File: config.mk
export PLATFORM = sky130hd
export DESIGN_NAME = stopwatch_ctrl
export DESIGN_NICKNAME = d
export VERILOG_FILES = /design/src/rtl/stopwatch_ctrl.sv
export SDC_FILE = /design/constraint.sdc
export NUM_CORES = 1
export LEC_CHECK = 0
export ABC_AREA = 1
export ABC_CLOCK_PERIOD_IN_PS = 2100
export CAP_MARGIN = 20
export CORE_MARGIN = 3
export CORE_UTILIZATION = 47
export DETAILED_ROUTE_END_ITERATION = 16
export GPL_TIMING_DRIVEN = 1
export PLACE_DENSITY = 0.76
export RECOVER_POWER = 25
export SYNTH_ARGS = -nofsm -noshare
export SYNTH_HDL_FRONTEND = slang
export SYNTH_SLANG_ARGS = --single-unit
export TNS_END_PERCENT = 1
File: constraint.sdc
create_clock -name clk -period 2.1 [get_ports clk]
set_input_delay 0.42 -clock clk [delete_from_list [all_inputs] [get_ports clk]]
set_output_delay 0.42 -clock clk [all_outputs]
set_load 0.005 [all_outputs]
File: src/rtl/stopwatch_ctrl.sv
// Run/pause/clear sequencer for a cascaded BCD decade counter with terminal-count pulse.
// Optional lap capture register is compiled in when STOPWATCH_LAP_EN is defined.
module stopwatch_ctrl #(
  parameter int DIGITS = 2
) (
  input  logic                  clk,
  input  logic                  clear,
  input  logic                  tick,
  input  logic                  start,
  input  logic                  stop,
  input  logic                  zero,
  input  logic [4*DIGITS-1:0]   limit,
`ifdef STOPWATCH_LAP_EN
  input  logic                  lap,
  output logic [4*DIGITS-1:0]   lap_count,
`endif
  output logic [4*DIGITS-1:0]   count,
  output logic                  running,
  output logic                  done
);

  localparam int W = 4 * DIGITS;

  localparam logic [1:0] ST_IDLE  = 2'd0;
  localparam logic [1:0] ST_RUN   = 2'd1;
  localparam logic [1:0] ST_PAUSE = 2'd2;
  localparam logic [1:0] ST_DONE  = 2'd3;

  logic [1:0]   state_reg, state_next;
  logic [W-1:0] count_reg, count_next;
  logic         done_reg, done_next;
  logic         running_reg;
  logic [W-1:0] count_inc;
  logic [DIGITS-1:0] carry;
  logic         start_ok;

  // Ripple-free BCD increment: each decade advances only when all lower decades sit at 9.
  assign carry[0] = 1'b1;

  generate
    for (genvar gi = 0; gi < DIGITS; gi++) begin : g_digit
      logic [3:0] digit;
      logic       at_nine;
      assign digit   = count_reg[4*gi +: 4];
      assign at_nine = (digit == 4'd9);
      assign count_inc[4*gi +: 4] = !carry[gi] ? digit : (at_nine ? 4'd0 : digit + 4'd1);
      if (gi < DIGITS - 1) begin : g_carry
        assign carry[gi+1] = carry[gi] & at_nine;
      end
    end
  endgenerate

  // stop outranks start whenever both are high
  assign start_ok = start & ~stop;

  always_comb begin
    state_next = state_reg;
    count_next = count_reg;
    done_next  = 1'b0;
    if (zero) begin
      state_next = ST_IDLE;
      count_next = '0;
    end else begin
      case (state_reg)
        ST_IDLE, ST_PAUSE: begin
          if (start_ok) state_next = ST_RUN;
        end
        ST_RUN: begin
          if (stop) begin
            state_next = ST_PAUSE;
          end else if (tick) begin
            count_next = count_inc;
            // a limit digit above 9 can never equal a valid BCD value, so it never matches
            if (count_inc == limit) begin
              state_next = ST_DONE;
              done_next  = 1'b1;
            end
          end
        end
        ST_DONE: begin
          if (start_ok) begin
            count_next = '0;
            state_next = ST_RUN;
          end
        end
        default: state_next = ST_IDLE;
      endcase
    end
  end

  always_ff @(posedge clk or negedge clear) begin
    if (!clear) begin
      state_reg   <= ST_IDLE;
      count_reg   <= '0;
      done_reg    <= 1'b0;
      running_reg <= 1'b0;
    end else begin
      state_reg   <= state_next;
      count_reg   <= count_next;
      done_reg    <= done_next;
      running_reg <= (state_next == ST_RUN);
    end
  end

  assign count   = count_reg;
  assign running = running_reg;
  assign done    = done_reg;

`ifdef STOPWATCH_LAP_EN
  logic [W-1:0] lap_reg, lap_next;

  // capture the value shown this cycle, before any coincident tick lands
  always_comb begin
    lap_next = lap_reg;
    if (zero) begin
      lap_next = '0;
    end else if (lap && (state_reg == ST_RUN || state_reg == ST_PAUSE)) begin
      lap_next = count_reg;
    end
  end

  always_ff @(posedge clk or negedge clear) begin
    if (!clear) begin
      lap_reg <= '0;
    end else begin
      lap_reg <= lap_next;
    end
  end

  assign lap_count = lap_reg;
`endif

endmodule

# Yosys cells after proc, flatten, opt, wreduce, memory -nomap -nowiden
# Cells that the tools add are included.
# word_totals
register_bits	12
in_bits	14
out_inout_bits	10
word_cells	41
# classes
add_sub_neg	2
n_eq_ne	10
n_mux	19
n_bitwise	2
n_reduce_logical	4
# ops
operator	count
$mux 8	4
$pmux 8 s2	1
$mux 4	3
$mux 2	5
$ne 3x3->1 const B	3
$add 4x1->4 const B	2
$eq 4x4->1 const B	2
$eq 8x8->1	1
$mux 1	5
$eq 2x1->1 const B	2
$eq 2x2->1 const B	2
$pmux 2 s2	1
$reduce_and 4->1	1
$reduce_bool 3->1	1
$reduce_or 3->1	1
$logic_not 2->1	1
$and 1x1->1	1
$not 1->1	1

# Depth between registers and ports, before layout
# depth
depth_word	10
ltp_mapped	13
ltp_nobuf	13

# Worst setup path after synthesis
# OpenSTA, ideal clock, no wires.
# synth_timing
path_kind	register -> register
start	register count_reg[5] (netlist: count[5])
end	register running_reg (netlist: running)
setup_time_ps	130
arrival_ps	1433
required_ps	1970
path_slack_ps	537
path_stages_with_launch	14
n_path_buf	0
synth_period_minus_slack_ps	1563
cell_sequence	dfrtp_1 inv_1 ha_1 nand3_1 nand2_1 nand2_1 nand2_1 nand2_1 nand2_1 nand2_1 nor2_2 nand2_2 nand2_1 a21oi_2
# synth_via
elab_chain_len	10
elab_cells_between_ends	11
classes_between	add/sub: 1; eq/ne: 3; mux: 7
# synth_lines
element	line_no	source
from (decl)	30	logic [W-1:0] count_reg, count_next;
from (signal assigned)	99	count_reg <= count_next;
$add 4x1->4 / $eq 4x4->1 (equally long branches)	46, 45	
$mux 4	46	assign count_inc[4*gi +: 4] = !carry[gi] ? digit : (at_nine ? 4'd0 : digit + 4'd1);
$mux 4 (*)	46	
$eq 8x8->1 (*)	74	if (count_inc == limit) begin
$mux 2 (*)	74	
$mux 2 (*)	71	end else if (tick) begin
$mux 2 (*)	69	if (stop) begin
$pmux 2 s2 (*)	64	case (state_reg)
$mux 2 (*)	60	if (zero) begin
$eq 2x1->1 (*)	101	running_reg <= (state_next == ST_RUN);
to (signal assigned)	101	
to (decl)	32	logic running_reg;
# Every way passes the cells marked *; elsewhere a longest branch is shown, timed or not.
# A chain may end at the register's enable or synchronous reset.

# Final worst setup path
# Ends and elaborated chain as after synthesis.

==> flow_metrics.py <==
metrics = {
    "critical_path": {
        "start_kind": "flip-flop",
        "arrival_ns": 2.05,
        "cp_max_fo": 6,
        "cp.required_ns": 2.26,
        "r2r_slack_ns": 0.21,
        "critPathKind": "flip-flop to flip-flop",
        "endpoint_kind": "flip-flop",
    },
    "sta": {
        "setup_violations": 0,
        "layout_setup_ws_ns": 0.214,
        "relSlewSlack_pct": 62.4,
        "hold_slack_ns": 0.555,
        "rsz0062_at_grt": "no",
        "drv_slew": 0,
        "skew_ns": 0.00970,
        "fin_tns_setup_ns": 0,
        "finalHoldViolCount": 0,
        "period_minus_slack_ns": 1.89,
        "tightestPinTransition_ns": 0.562,
        "fmaxAchievable_mhz": 530,
        "finalCritPeriodShare_pct": 89.8,
    },
    "clock_network": {
        "clockRootBuffer": "clkbuf_4",
        "clock-sinks": 12,
        "clk_pin_slew_ns": 0.09,
        "clkLatencyLatePin_ns": 0.29,
        "postCtsHoldBufs": 0,
        "cts_resized": 0,
        "cts_buffer_depth": 2,
        "cts_tree": "done",
        "cts_made_buffers": 3,
        "post_cts_buffers": 0,
        "htreeDepth": 1,
    },
    "grt": {
        "grt_pass1_wl_um": 4000,
        "grt_max_degree": 13,
        "antenna_found_initial": 0,
        "global_route.overflow_total": 0,
        "track_usage_pct": 20.4,
        "grt_pass1_vias": 938,
    },
    "finish": {
        "final_common_cell": "nand2_1",
        "diodes": 0,
        "instances_no_fill": 188,
        "area_delta_synth_final_pct": 31.1,
        "nets": 180,
        "post-route-cell-area_um2": 1210,
        "fin_util_pct": 67.8,
        "final_layout_size_suffix_gt1_share_pct": 13.5,
        "largest_reg_flops": 8,
        "layout_common_cells": "nand2_1, clkdlybuf4s50_1, inv_1, nand3_1, dfrtp_1",
    },
    "place": {
        "place_area_um2": 1170,
        "pre_cts_ws_ns": 0.244,
        "dp_cells": 184,
        "port-buffer-count": 23,
        "dpl.hpwl_um": 1760,
        "place_congestion": 0.773,
    },
    "floorplan": {
        "die_w_um": 50.3,
        "start_util_pct": 51.7,
        "ios": 24,
        "rows": 15,
        "design.core.area_um2": 1780,
        "fp.dieH_um": 50.3,
        "die_area_um2": 2530,
    },
    "synthesis": {
        "syn-cell-area_um2": 922,
        "netlist-cell-type-count": 22,
        "syn_nets": 153,
        "seq_area_frac_synth_pct": 32.6,
        "netlist.area_leader.share_pct": 32.6,
        "synth_top_cell_by_area": "dfrtp_1",
        "synth_area_leaders": "dfrtp_1, nand2_1, nand3_1",
        "syn_inst": 137,
        "yosysWarnings": 0,
        "post_synth.cell_area_avg_um2": 6.73,
        "yosys_register_bits": 12,
    },
    "detailed_routing": {
        "avgRoutedWirePerCell_um": 11.9,
        "num_vias": 980,
        "first_pass_iters": 4,
        "routed_wl_um": 2230,
        "drtIter0Drc": 24,
        "drc": 0,
        "vias_per_cell": 5.21,
        "ant_nets": 0,
    },
    "hold_path": {
        "hp-class": "input port to asynchronous set/reset pin",
    },
    "pwr": {
        "irDropWorstVdd_uv": 379,
        "power_leakage_nw": 0.582,
        "p_total_uw": 505,
        "power_density_nw_per_um2": 418,
    },
    "status": {
        "status": "finished clean",
    },
    "flow_run": {
        "maxCapViolations": 0,
    },
}
final cells by class:
class / count / area [µm²]
Fill cell: 159 / 574
Multi-Input combinational cell: 103 / 532
Sequential cell: 12 / 300
Timing Repair Buffer: 23 / 230
Inverter: 21 / 78.8
Clock buffer: 4 / 36.3
Tap cell: 25 / 31.3
worst max-delay path, cell delays in order, from the launching register on:
cell     delay (ns)
dfrtp_1        0.45
inv_1          0.13
ha_1           0.19
nand3_1        0.17
nand2_1        0.10
nand2_1        0.06
nand2_1        0.09
nand2_1        0.07
nand2_1        0.07
nand2_1        0.07
nor2_2         0.14
nand2_2        0.09
nand2_1        0.08
a21oi_2        0.05
power by group:
part | internal [mW] | total [mW] | switching (mW)
Sequential | 0.234 | 0.239 | 0.00520
Clock | 0.106 | 0.193 | 0.0876
Combinational | 0.0374 | 0.0727 | 0.0353
Total | 0.377 | 0.505 | 0.128
cell families after synthesis:
group,count (synthesis),share of synthesized area (%)
fa+ha+maj,2,2.71
buf+inv,22,9.77
flops,12,32.6
simple gates,84,42.7
compound gates,17,12.2
path summary, 6_finish.rpt:
kind,from,endpoint,cells after the start
setup / recovery,count[5],running,13
hold / removal,clear,count[6],1
setup reg to reg,count[5],running,13
hold reg to reg,count[3],count[3],2
max in group asynchronous,clear,state_reg[0],1
min in group clk,count[3],count[3],2
routing by layer:
metal	track usage, %	part of all wire, %
met2	35.2	49
met3	5.93	5.6
met4	4.93	0.54
met1	24.8	45
met5	0	0
cells in the mapped netlist:
| master | count |
|---|---|
| inv_2 | 4 |
| buf_6 | 1 |
| inv_1 | 17 |
| o21bai_1 | 1 |
| nand2_1 | 46 |
| o221ai_1 | 1 |
| nand3b_1 | 1 |
| a21oi_2 | 2 |
| o22ai_1 | 6 |
| ha_1 | 2 |
| dfrtp_1 | 12 |
| a21oi_1 | 5 |
| nor2_2 | 3 |
| nor2_4 | 2 |
| o21ai_0 | 1 |
| a21boi_2 | 1 |
| nand2_4 | 1 |
| nand4_1 | 3 |
| nand3_1 | 14 |
| nor2_1 | 9 |
| nand2_2 | 3 |
| nand3_2 | 2 |
No activity file was read; power rests on OpenSTA's default activity.
